--- config.mk ---
export PLATFORM = sky130hd
export DESIGN_NAME = box_drawer
export DESIGN_NICKNAME = d
export VERILOG_FILES = /design/src/rtl/box_drawer.sv
export SDC_FILE = /design/constraint.sdc
export NUM_CORES = 1
export LEC_CHECK = 0
export CORE_ASPECT_RATIO = 1.1
export CORE_MARGIN = 2
export CORE_UTILIZATION = 48
export CTS_CLUSTER_SIZE = 28
export DETAILED_ROUTE_END_ITERATION = 10
export PLACE_DENSITY = 0.8
export SYNTH_ARGS = -nofsm -noshare
export SYNTH_HDL_FRONTEND = slang
export SYNTH_SLANG_ARGS = --single-unit
--- constraint.sdc ---
create_clock -name clock -period 8.4 [get_ports clock]
set_clock_uncertainty 0.15 [all_clocks]
set_input_delay 1.68 -clock clock [delete_from_list [all_inputs] [get_ports clock]]
set_output_delay 1.68 -clock clock [all_outputs]
set_load 0.05 [all_outputs]
--- src/rtl/box_drawer.sv ---
// box_drawer: moves a solid rectangle around a VGA framebuffer.
// The block accepts a new top-left position and colour from an upstream
// location processor. It erases the previously drawn box with BG_COLOR and
// then draws the box at the new position, one pixel per clock.
// Pixels that fall off-screen still take a cycle, but they are not plotted.
// All outputs depend only on registered state.
module box_drawer #(
  parameter logic [8:0] BOX_WIDTH     = 9'd10,
  parameter logic [8:0] BOX_HEIGHT    = 9'd48,
  parameter logic [8:0] SCREEN_WIDTH  = 9'd320,
  parameter logic [8:0] SCREEN_HEIGHT = 9'd240,
  parameter logic [2:0] BG_COLOR      = 3'b000
) (
  input  logic       clock,
  input  logic       reset_n,
  input  logic       s_valid,
  output logic       s_ready,
  input  logic [8:0] s_x,
  input  logic [8:0] s_y,
  input  logic [2:0] s_color,
  output logic [8:0] vga_x,
  output logic [7:0] vga_y,
  output logic [2:0] vga_colour,
  output logic       vga_plot
);

  typedef enum logic [1:0] {
    S_IDLE  = 2'd0,
    S_ERASE = 2'd1,
    S_DRAW  = 2'd2
  } state_e;

  state_e     state_q, state_d;
  logic [8:0] cx_q, cx_d;
  logic [8:0] cy_q, cy_d;
  logic       has_prev_q, has_prev_d;
  logic [8:0] old_x_q, old_x_d;
  logic [8:0] old_y_q, old_y_d;
  logic [8:0] new_x_q, new_x_d;
  logic [8:0] new_y_q, new_y_d;
  logic [2:0] new_c_q, new_c_d;

  logic xfer;
  logic row_end;
  logic last_px;

  // Handshake and scan-position decode shared by the next-state logic.
  always_comb begin
    xfer    = s_valid && (state_q == S_IDLE);
    row_end = (cx_q == BOX_WIDTH - 9'd1);
    last_px = row_end && (cy_q == BOX_HEIGHT - 9'd1);
  end

  // State and datapath registers; reset abandons any sequence in progress.
  // NOTE: sequential state uses non-blocking (<=) so every register samples
  // pre-edge values; blocking (=) stays in the combinational blocks.
  always_ff @(posedge clock or negedge reset_n) begin
    if (!reset_n) begin
      state_q    <= S_IDLE;
      cx_q       <= '0;
      cy_q       <= '0;
      has_prev_q <= 1'b0;
      old_x_q    <= '0;
      old_y_q    <= '0;
      new_x_q    <= '0;
      new_y_q    <= '0;
      new_c_q    <= '0;
    end else begin
      state_q    <= state_d;
      cx_q       <= cx_d;
      cy_q       <= cy_d;
      has_prev_q <= has_prev_d;
      old_x_q    <= old_x_d;
      old_y_q    <= old_y_d;
      new_x_q    <= new_x_d;
      new_y_q    <= new_y_d;
      new_c_q    <= new_c_d;
    end
  end

  // Next-state logic. If a box is already on screen, it is erased first.
  always_comb begin
    // NOTE: default every combinational output first so that no path infers a latch.
    state_d = state_q;
    case (state_q)
      S_IDLE:  if (xfer) state_d = has_prev_q ? S_ERASE : S_DRAW;
      S_ERASE: if (last_px) state_d = S_DRAW;
      S_DRAW:  if (last_px) state_d = S_IDLE;
      default: state_d = S_IDLE;
    endcase
  end

  // Datapath update logic:
  //   - capture the position on a transfer;
  //   - scan the box row-major;
  //   - remember the drawn box at the end of a draw.
  always_comb begin
    cx_d       = cx_q;
    cy_d       = cy_q;
    has_prev_d = has_prev_q;
    old_x_d    = old_x_q;
    old_y_d    = old_y_q;
    new_x_d    = new_x_q;
    new_y_d    = new_y_q;
    new_c_d    = new_c_q;
    if (xfer) begin
      new_x_d = s_x;
      new_y_d = s_y;
      new_c_d = s_color;
      cx_d    = '0;
      cy_d    = '0;
    end else if (state_q == S_ERASE || state_q == S_DRAW) begin
      // The counters wrap to zero on the last pixel, so the next phase starts clean.
      if (row_end) begin
        cx_d = '0;
        cy_d = last_px ? 9'd0 : cy_q + 9'd1;
      end else begin
        cx_d = cx_q + 9'd1;
      end
      if (state_q == S_DRAW && last_px) begin
        old_x_d    = new_x_q;
        old_y_d    = new_y_q;
        has_prev_d = 1'b1;
      end
    end
  end

  // Moore output decode. Sums are 10 bits wide so off-screen pixels are clipped correctly.
  always_comb begin
    logic [8:0] base_x;
    logic [8:0] base_y;
    logic [2:0] colour;
    logic [9:0] sum_x;
    logic [9:0] sum_y;
    base_x     = (state_q == S_ERASE) ? old_x_q : new_x_q;
    base_y     = (state_q == S_ERASE) ? old_y_q : new_y_q;
    colour     = (state_q == S_ERASE) ? BG_COLOR : new_c_q;
    sum_x      = {1'b0, base_x} + {1'b0, cx_q};
    sum_y      = {1'b0, base_y} + {1'b0, cy_q};
    s_ready    = (state_q == S_IDLE);
    vga_x      = '0;
    vga_y      = '0;
    vga_colour = '0;
    vga_plot   = 1'b0;
    if (state_q == S_ERASE || state_q == S_DRAW) begin
      vga_x      = sum_x[8:0];
      vga_y      = sum_y[7:0];
      vga_colour = colour;
      vga_plot   = (sum_x < {1'b0, SCREEN_WIDTH}) && (sum_y < {1'b0, SCREEN_HEIGHT});
    end
  end

endmodule

==> results of run 1 <==
-- per-layer routing --
metal  up-vias  wire, µm  global-route usage (%)
li1       1345         -                       -
met1      1384      3657                   26.97
met2        77      4114                   34.70
met3        18       424                   5.887
met4         0       189                   7.226
met5         -         0                       0
-- kinds of logic (layout without fill, tap and decap cells) --
family                     after synthesis  in the layout  share of synthesized area (%)
muxes                                   58             58                          18.20
adders and majority gates               26             26                          9.034
AOI/OAI and AO/OA                       61             61                          10.50
DFF                                     60             60                          39.85
and+or+nand+nor                        103            103                          15.88
buffers and inverters                   19             71                          2.125
xor gates and xnor gates                19             19                          4.417
-- stage by stage --
| step | hold slack [ps] | setup slack [ps] | util [%] | total power, mW | instance area [µm²] |
|---|---|---|---|---|---|
| 6_report | 322.6 | 1784 | 60.57 | 1.622 | 4552 |
| 5_1_grt | 332.1 | 1402 | 60.57 | 1.728 | 4552 |
| 4_1_cts | 322.0 | 1797 | 60.57 | 1.632 | 4552 |
| 3_5_place_dp | 305.8 | 2187 | 57.39 | 1.305 | 4313 |
| 3_3_place_gp | 301.1 | 2318 | 57.39 | 1.286 | 4313 |
| 2_1_floorplan | 284.6 | 2312 | - | 1.048 | 3767 |
-- final timing paths --
path | endpoint | from | cells past startpoint
setup / recovery | vga_plot | state_q[1] | 12
hold / removal | has_prev_q | has_prev_q | 1
setup reg to reg | cy_q[6] | state_q[0] | 6
hold reg to reg | has_prev_q | has_prev_q | 1
max in group asynchronous | new_c_q[0] | reset_n | 2
min in group asynchronous | cy_q[2] | reset_n | 2
-- state kept, by name (all words and copies together) (netlist names) --
| name | cells |
|---|---|
| cx_q | 9 |
| cy_q | 9 |
| has_prev_q | 1 |
| new_c_q | 3 |
| new_x_q | 9 |
| new_y_q | 9 |
| old_x_q | 9 |
| old_y_q | 9 |
| state_q | 2 |
-- worst max-delay path, stage by stage, from the launching register on --
cell             delay (ps)
dfrtp_1                 380
inv_1                   100
ha_1                    830
mux2_2                  420
ha_1                    220
fa_1                    430
a211oi_1                290
nor2_1                  110
a221oi_1                320
xnor2_1                 120
o21ai_0                  80
nor4bb_1                270
clkdlybuf4s50_1         860
-- cell usage after synthesis (all sizes together) (2+ instances only) --
master  count  area share [%]
a211o       3            0.70
a211oi      3            0.60
a21o        8             1.6
a21oi      11             1.5
a221oi      2            0.47
a22o        3            0.70
and2       18             3.0
and3        7             1.2
and4        2            0.47
buf         3            0.53
clkbuf      7            0.70
dfrtp      60              40
fa          2             1.1
ha         24             8.0
inv         9            0.90
mux2       57              18
nand2      22             2.2
nand2b      5            0.83
nand3       6            0.80
nand4       7             1.6
nor2       18             1.8
nor2b       4            0.66
nor3        4            0.83
nor3b       2            0.40
nor4b       3             1.0
o21ai      18             2.4
o21bai      3            0.60
o22ai       4            0.66
or4         2            0.50
xnor2       8             1.9
xor2       11             2.6
-- cell type report --
cell class / count / area (µm²)
fillers: 641 / 2963
multi-input cells: 267 / 2186
flip-flops and latches: 60 / 1501
repair buffers: 47 / 460.4
clock buffers: 11 / 141.4
well taps: 105 / 131.4
clock inverters: 4 / 97.59
inverters: 9 / 33.78
-- power groups by stage --
stage | clock, mW | combinational [mW] | sequential (mW)
2_1_floorplan | 0 | 0.654 | 0.395
3_3_place_gp | 0 | 0.871 | 0.415
3_5_place_dp | 0 | 0.888 | 0.417
4_1_cts | 0.321 | 0.897 | 0.413
5_1_grt | 0.339 | 0.966 | 0.423
6_report | 0.318 | 0.892 | 0.413
==> metrics.md, run 1 <==
| Metric | Value |
|---|---|
| Setup bufs post-CTS | 0 |
| Clock tree from TritonCTS | done |
| #FFs+latches synth | 60 |
| Final Instance Count excl. Fillers | 503 |
| Async S/R FF share, synth | 100.0% |
| Pwr/cell area | 356.3 mW/mm² |
| Post-synth cell types | 48 |
| Slew margin rel. | 32.90% |
| Final ANT Viol Nets | 0 |
| CTS root buf | clkbuf_8 |
| Final wirelength | 8385 µm |
| Die area | 0.008574 mm² |
| GR Util All Layers | 21.32% |
| Global-route wire length before repair | 14290 µm |
| Switch Pwr | 0.7065 mW |
| # resized after CTS | 0 |
| Total gr overflow | 0 |
| Cell Int Power | 0.9155 mW |
| Largest net degree at the start of global routing | 61 |
| Tightest Pin Transition | 1007 ps |
| Ys Warns | 0 |
| Cell Rows | 33 |
| Most common cell after layout, fill and taps aside | dfrtp_1 |
| Clock slew at reported path FFs | 60 ps |
| Antenna violations before repair | 0 |
| Layout cell share with drive strength beyond 1 | 20.10% |
| Flop-to-flop setup slack | 5680 ps |
| Sw Ratio | 43.56% |
| RSZ-0062 raised after global routing | no |
| Sequential share of power | 25.4% |
| Fin crit share | 78.77% |
| F_max | 0.1511 GHz |
| H-tree Lvls | 3 |
| Setup TNS | 0 ps |
| Syn-to-layout area delta | 20.82% |
| Clock power frac | 19.6% |
| Initial DRC Count | 109 |
| Final net count | 444 |
| Finish-stage setup viols | 0 |
| Critical path launch point type | flop |
| Worst setup path category | flop to primary output |
| LEAKAGE | 2.122 nW |
| CP arrival | 4790 ps |
| Clk buf depth | 2 |
| Chip width | 88.47 µm |
| Worst-Skew Late Latency | 340 ps |
| Synth Area per Inst | 10.89 µm² |
| Vias in the first global route | 2971 |
| Ant. Diodes | 0 |
| IO Port Bufs | 45 |
| Post-Place Cells | 488 |
| Mapped Area | 0.003767 mm² |
| Top Ports | 46 |
| DR pass1 iterations | 4 |
| CP Capture Type | primary output |
| Synth Net Count | 396 |
| Num CTS Buffers | 9 |
| Status | complete, no violations |
| EDFF count, synth | 0 |
| Hold Buf Count CTS | 0 |
| Max-slew violation count | 0 |
| Commonest non-fill, non-tap cells in the layout | dfrtp_1 (60), mux2_2 (48), clkdlybuf4s50_1 (44) |
| Peak VDD IR | 0.0002880 V |
| MaxCap Viol Count | 0 |
| Mean routed wirelength per cell | 16.67 µm |
| Worst Hold Class | flop to flop |
| Initial Utilization | 50.13% |
| CTS Sinks | 60 |
| Count of final hold-check violations | 0 |
| Register area share after synthesis | 39.85% |
| Req. time, crit path | 6570 ps |
| RePlAce Congestion | 0.9102 |
| Post-DP HPWL | 5925 µm |
| Vias per inst | 5.614 |
| DRC | 0 |
| CORE AREA | 0.007515 mm² |
| Synth Instances | 346 |
| Ys flop type | dfrtp_1 |
| Max Fanout on Critical Path | 21 |
| Logic gate share of total power | 55.0% |
| Chip height | 96.92 µm |
| Vias post-DR | 2824 |
| Crit path time final | 6616 ps |
No activity file was read; power rests on OpenSTA's default activity.
==> run 2: changes to the inputs <==
Clock period 8.4 ns to 6.4 ns, I/O delays scaled along.
==> run 2 against run 1 <==
Against the previous run: register-to-register slack worse by 1900 ps; clock-buffer cell count up 1; combinational power rose by 30%; global-route usage shrank 0.29 points; power increased by 32%; via count is 0.35% higher; final cell count grew 0.40%.
==> metrics.md, run 2 (synthesized netlist as in run 1, its figures left out) <==
| Metric | Value |
|---|---|
| Hold path startpoint | has_prev_q |
| Hold Buf Count CTS | 0 (unchanged) |
| Reg2reg end | cy_q[6] |
| Reg2reg path depth | 6 (unchanged) |
| Slowest stage delay, CP | 890 ps (+30 ps) |
| Final ANT Viol Nets | 0 (unchanged) |
| CTS Sinks | 60 (unchanged) |
| Setup bufs post-CTS | 0 (unchanged) |
| Fin crit share | 92.15% |
| Final net count | 445 (+0.23%) |
| Clock power frac | 20.3% (+0.7 points) |
| Max Fanout on Critical Path | 7 (-67%) |
| CTS root buf | clkbuf_8 |
| # resized after CTS | 0 (unchanged) |
| Cell Rows | 33 (unchanged) |
| CORE AREA | 0.007515 mm² (unchanged) |
| Clock tree from TritonCTS | done |
| Vias per inst | 5.612 (about the same) |
| Slowest-stage cell, CP | clkdlybuf4s50_1 |
| Initial DRC Count | 177 (+62%) |
| Hold Worst Slack | 333.7 ps (+11.14 ps) |
| Worst-Skew Late Latency | 350 ps (about the same) |
| RR Startpoint | state_q[0] |
| Commonest non-fill, non-tap cells in the layout | dfrtp_1 (60), mux2_2 (48), clkdlybuf4s50_1 (44) |
| Logic gate share of total power | 54.3% (-0.7 points) |
| Tightest Pin Transition | 756.4 ps (-250.2 ps) |
| Hold Crit Endpoint | has_prev_q |
| MaxCap Viol Count | 0 (unchanged) |
| Layout cell share with drive strength beyond 1 | 20.50% (+0.40 points) |
| GR Util All Layers | 21.02% (-0.29 points) |
| GRT busiest layer | met2 |
| Sequential share of power | 25.5% (about the same) |
| Met1 Use GR | 27.68% (+0.71 points) |
| Finish-stage setup viols | 0 (unchanged) |
| Status | complete, no violations |
| Met2 GRT Util | 32.79% (-1.9 points) |
| DRC | 0 (unchanged) |
| Ant. Diodes | 0 (unchanged) |
| Final wirelength | 8260 µm (-1.5%) |
| Global-route wire length before repair | 13880 µm (-2.9%) |
| Most common cell after layout, fill and taps aside | dfrtp_1 |
| RSZ-0062 raised after global routing | no |
| Setup TNS | 0 ps (unchanged) |
| Initial Utilization | 50.13% (unchanged) |
| CP arrival | 4470 ps (-320 ps) |
| GR Layer Usage met3 | 5.973% (+0.085 points) |
| Worst Hold Class | flop to flop |
| Peak VDD IR | 0.0004541 V (+58%) |
| Mean routed wirelength per cell | 16.36 µm (-1.9%) |
| FILL cells | 629 (-1.9%) |
| Pwr Total | 2.136 mW (+32%) |
| Die area | 0.008574 mm² (unchanged) |
| Crit path time final | 5898 ps |
| IO Port Bufs | 45 (unchanged) |
| Clk buf depth | 2 (unchanged) |
| Cell Int Power | 1.211 mW (+32%) |
| Antenna violations before repair | 0 (unchanged) |
| Slew margin rel. | 49.58% (+17 points) |
| RePlAce Congestion | 0.9483 (+4.2%) |
| Switch Pwr | 0.9250 mW (+31%) |
| WHS Path Cells | 1 (unchanged) |
| Top Ports | 46 (unchanged) |
| H-tree Lvls | 3 (unchanged) |
| Cell mode on critical path | ha_1 |
| Count of final hold-check violations | 0 (unchanged) |
| Post-DP HPWL | 5877 µm (-0.82%) |
| CP Capture Type | primary output |
| Req. time, crit path | 4970 ps (-1600 ps) |
| Syn-to-layout area delta | 21.32% |
| Chip height | 96.92 µm (unchanged) |
| Total gr overflow | 0 (unchanged) |
| F_max | 0.1696 GHz |
| Sw Ratio | 43.31% (-0.25 points) |
| Vias in the first global route | 2834 (-4.6%) |
| Max-slew violation count | 0 (unchanged) |
| Clock slew at reported path FFs | 70 ps (about the same) |
| Pwr/cell area | 467.3 mW/mm² (+31%) |
| Num CTS Buffers | 9 (unchanged) |
| Fin area | 0.004571 mm² (+0.41%) |
| Vias post-DR | 2834 (+0.35%) |
| Chip width | 88.47 µm (unchanged) |
| Largest net degree at the start of global routing | 61 (unchanged) |
| Flop-to-flop setup slack | 3770 ps (-1910 ps) |
| Placed instance area | 0.004320 mm² (+0.17%) |
| CP cell instances | inv_1 > ha_1 > mux2_2 > ha_1 > fa_1 > a211oi_1 > nor2_1 > a221oi_1 > xnor2_1 > o21ai_0 > nor4bb_1 > clkdlybuf4s50_1 |
| LEAKAGE | 2.138 nW (+0.77%) |
| Worst setup path category | flop to primary output |
| DR pass1 iterations | 4 (unchanged) |
| Critical path launch point type | flop |
[run 2: worst max-delay path by stage]
stage / from / to / slack, ps / cells after the start
3_3_place_gp: state_q[1] / vga_plot / 1010 / 12
2_1_floorplan: state_q[1] / vga_plot / 710 / 12
5_1_grt: state_q[1] / vga_plot / 110 / 12
6_report: state_q[1] / vga_plot / 500 / 12
3_5_place_dp: state_q[1] / vga_plot / 900 / 12
4_1_cts: state_q[1] / vga_plot / 500 / 12
[run 2: critical path, delay by kind of cell (launching register included)]
kind | cells | cell delay, ps
AOI/OAI and AO/OA | 3 | 720
xor gates and xnor gates | 1 | 140
adders and majority gates | 3 | 1000
buffers and inverters | 2 | 980
DFF | 1 | 380
muxes | 1 | 380
and+or+nand+nor | 2 | 510
[run 2: metal layers]
| layer | part of all wire, % | wire length (µm) | up-vias |
|---|---|---|---|
| li1 | - | - | 1357 |
| met1 | 45 | 3755 | 1390 |
| met2 | 48 | 3934 | 69 |
| met3 | 4.7 | 391 | 18 |
| met4 | 2.2 | 179 | 0 |
| met5 | 0 | 0 | - |
[run 2: power groups by stage]
stage | Combinational [mW] | Clock, mW | Sequential [mW]
6_report | 1.16 | 0.433 | 0.544
5_1_grt | 1.25 | 0.463 | 0.557
4_1_cts | 1.16 | 0.440 | 0.544
3_5_place_dp | 1.15 | 0 | 0.548
3_3_place_gp | 1.14 | 0 | 0.546
2_1_floorplan | 0.858 | 0 | 0.518
[run 2: per-stage QoR]
stage / util (%) / cells / setup WS (ps)
finish: 60.82 / 505 / 502.1
global route: 60.82 / 505 / 108.0
global placement: 57.49 / 489 / 1010
detailed placement: 57.49 / 489 / 901.2
floorplan: - / 346 / 711.9
CTS: 60.82 / 505 / 503.8
[run 2: final cells by class]
cell class,instances,area (µm²),share of cell area [%]
inverters,9,33.78,0.7391
flip-flops and latches,60,1501,32.85
well taps,105,131.4,2.874
clock buffers,12,155.1,3.394
clock inverters,4,95.09,2.080
repair buffers,48,467.9,10.24
multi-input cells,267,2186,47.82
==> run 3: changes to the inputs <==
Settings changed: PLACE_DENSITY 0.8 to not set, PLACE_DENSITY_LB_ADDON set to 0.15.
==> run 3 against run 2 <==
Against the previous run: final area is 1.1% lower; clock-buffer cell count is 2 lower; die area stayed put; via count is 0.64% lower; register-to-register slack worse by 60 ps; sequential power is 0.7% lower; routed wire length is 0.93% lower; non-clock buffer count stayed put; worst hold slack worse by 8.2 ps; power is 4.2% lower; critical path depth stayed put; critical path type unchanged; critical endpoint unchanged; highest routed layer unchanged.
==> metrics.md, run 3 (synthesized netlist as in run 1, its figures left out) <==
| Metric | Value |
|---|---|
| Vias post-DR | 2816 (-0.64%) |
| FILL cells | 646 (+2.7%) |
| Flop-to-flop setup slack | 3710 ps (-60 ps) |
| Total gr overflow | 0 (unchanged) |
| Placed instance area | 0.004320 mm² (unchanged) |
| GR Util All Layers | 20.55% (-0.47 points) |
| Top Ports | 46 (unchanged) |
| DRC | 0 (unchanged) |
| Most common cell after layout, fill and taps aside | dfrtp_1 |
| CP arrival | 4600 ps (+130 ps) |
| Final ANT Viol Nets | 0 (unchanged) |
| RePlAce Congestion | 0.8551 (-9.8%) |
| Worst slack, placed | 733.1 ps (-168.1 ps) |
| End-of-flow core utilization | 60.17% (-0.65 points) |
| CP Capture Type | primary output |
| Final wirelength | 8183 µm (-0.93%) |
| Status | complete, no violations |
| H-tree Lvls | 3 (unchanged) |
| Worst setup path category | flop to primary output |
| Fin crit share | 94.29% (+2.1 points) |
| Global-route wire length before repair | 13750 µm (-0.89%) |
| Post-DP HPWL | 5918 µm (+0.70%) |
| Setup TNS | 0 ps (unchanged) |
| Req. time, crit path | 4970 ps (about the same) |
| Mean routed wirelength per cell | 16.20 µm (-0.93%) |
| Pwr/cell area | 452.7 mW/mm² (-3.1%) |
| RSZ-0062 raised after global routing | no |
| Layout cell share with drive strength beyond 1 | 20.75% (+0.25 points) |
| Met1 Wirelength | 3903 µm (+3.9%) |
| Finish-stage setup viols | 0 (unchanged) |
| Final Instance Count excl. Fillers | 505 (unchanged) |
| Worst Slack Setup Final | 365.2 ps (-137.0 ps) |
| # resized after CTS | 0 (unchanged) |
| Critical path launch point type | flop |
| Worst-Skew Late Latency | 340 ps (about the same) |
| Cell Rows | 33 (unchanged) |
| DR pass1 iterations | 4 (unchanged) |
| Num CTS Buffers | 9 (unchanged) |
| MaxCap Viol Count | 0 (unchanged) |
| Vias per inst | 5.576 (-0.64%) |
| Commonest non-fill, non-tap cells in the layout | dfrtp_1 (60), mux2_2 (48), clkdlybuf4s50_1 (44) |
| Max Fanout on Critical Path | 14 (+7) |
| Crit path time final | 6035 ps (+137.0 ps) |
| Antenna violations before repair | 0 (unchanged) |
| Fin area | 0.004522 mm² (-1.1%) |
| IO Port Bufs | 45 (unchanged) |
| Worst Hold Class | flop to flop |
| Max-slew violation count | 0 (unchanged) |
| Clk buf depth | 2 (unchanged) |
| Post-Place Cells | 489 (unchanged) |
| Slew margin rel. | 48.40% (-1.2 points) |
| Met2 wire length | 3921 µm (-0.33%) |
| Max layer used | met4 |
| CORE AREA | 0.007515 mm² (unchanged) |
| Initial Utilization | 50.13% (unchanged) |
| Hold Buf Count CTS | 0 (unchanged) |
| Ant. Diodes | 0 (unchanged) |
| Clock tree from TritonCTS | done |
| Final net count | 445 (unchanged) |
| Syn-to-layout area delta | 20.03% |
| Initial DRC Count | 127 (-28%) |
| Peak VDD IR | 0.0004206 V (-7.4%) |
| Tightest Pin Transition | 774.0 ps (+17.68 ps) |
| Count of final hold-check violations | 0 (unchanged) |
| Met3 wire length | 225 µm (-42%) |
| Die area | 0.008574 mm² (unchanged) |
| Setup bufs post-CTS | 0 (unchanged) |
| F_max | 0.1657 GHz (-2.3%) |
| LEAKAGE | 2.110 nW (-1.3%) |
| Vias in the first global route | 2826 (-0.28%) |
| Clock slew at reported path FFs | 70 ps (about the same) |
| CTS root buf | clkbuf_8 |
| Chip height | 96.92 µm (unchanged) |
| Largest net degree at the start of global routing | 61 (unchanged) |
| CTS Sinks | 60 (unchanged) |
| Chip width | 88.47 µm (unchanged) |
-- run 3: critical path, cell delays in order (launching register included) --
cell,delay (ps)
dfrtp_1,380
inv_1,90
ha_1,420
buf_4,310
mux2_2,380
fa_1,450
a211oi_1,290
nor2_1,110
a221oi_1,330
xnor2_1,130
o21ai_0,90
nor4bb_1,400
clkdlybuf4s50_1,890
-- run 3: final cells by class --
cell class                 count  area, µm²  share of cell area, %
multi-input combinational    267       2186                  48.34
sequential                    60       1501                  33.20
inverter                       9      33.78                 0.7471
tap                          105      131.4                  2.905
clock inverter                 6      63.81                  1.411
timing repair buffer          48      467.9                  10.35
clock buffer                  10      137.6                  3.044
-- run 3: worst paths after layout --
check,from,end,cells after the start
max,state_q[1],vga_plot,12
min,has_prev_q,has_prev_q,1
max reg2reg,state_q[0],cy_q[6],6
min reg2reg,has_prev_q,has_prev_q,1
max in group asynchronous,reset_n,new_c_q[2],2
min in group asynchronous,reset_n,cy_q[1],2
-- run 3: per-stage QoR --
| stage | total power, mW | hold slack (ps) |
|---|---|---|
| 3_5_place_dp | 1.705 | 308.4 |
| 3_3_place_gp | 1.691 | 302.5 |
| 4_1_cts | 2.065 | 324.4 |
| 6_report | 2.047 | 325.5 |
| 2_1_floorplan | 1.376 | 284.6 |
| 5_1_grt | 2.189 | 365.0 |
-- run 3: where the power goes --
group          switching [mW]  internal (mW)
logic                   0.687          0.469
clock network           0.161          0.190
registers              0.0773          0.463
total                   0.926           1.12
-- run 3: layer usage --
metal  GRT usage (%)  vias up
li1                -     1356
met1           28.27     1394
met2           32.56       54
met3           3.242       12
met4           7.226        0
met5               0        -
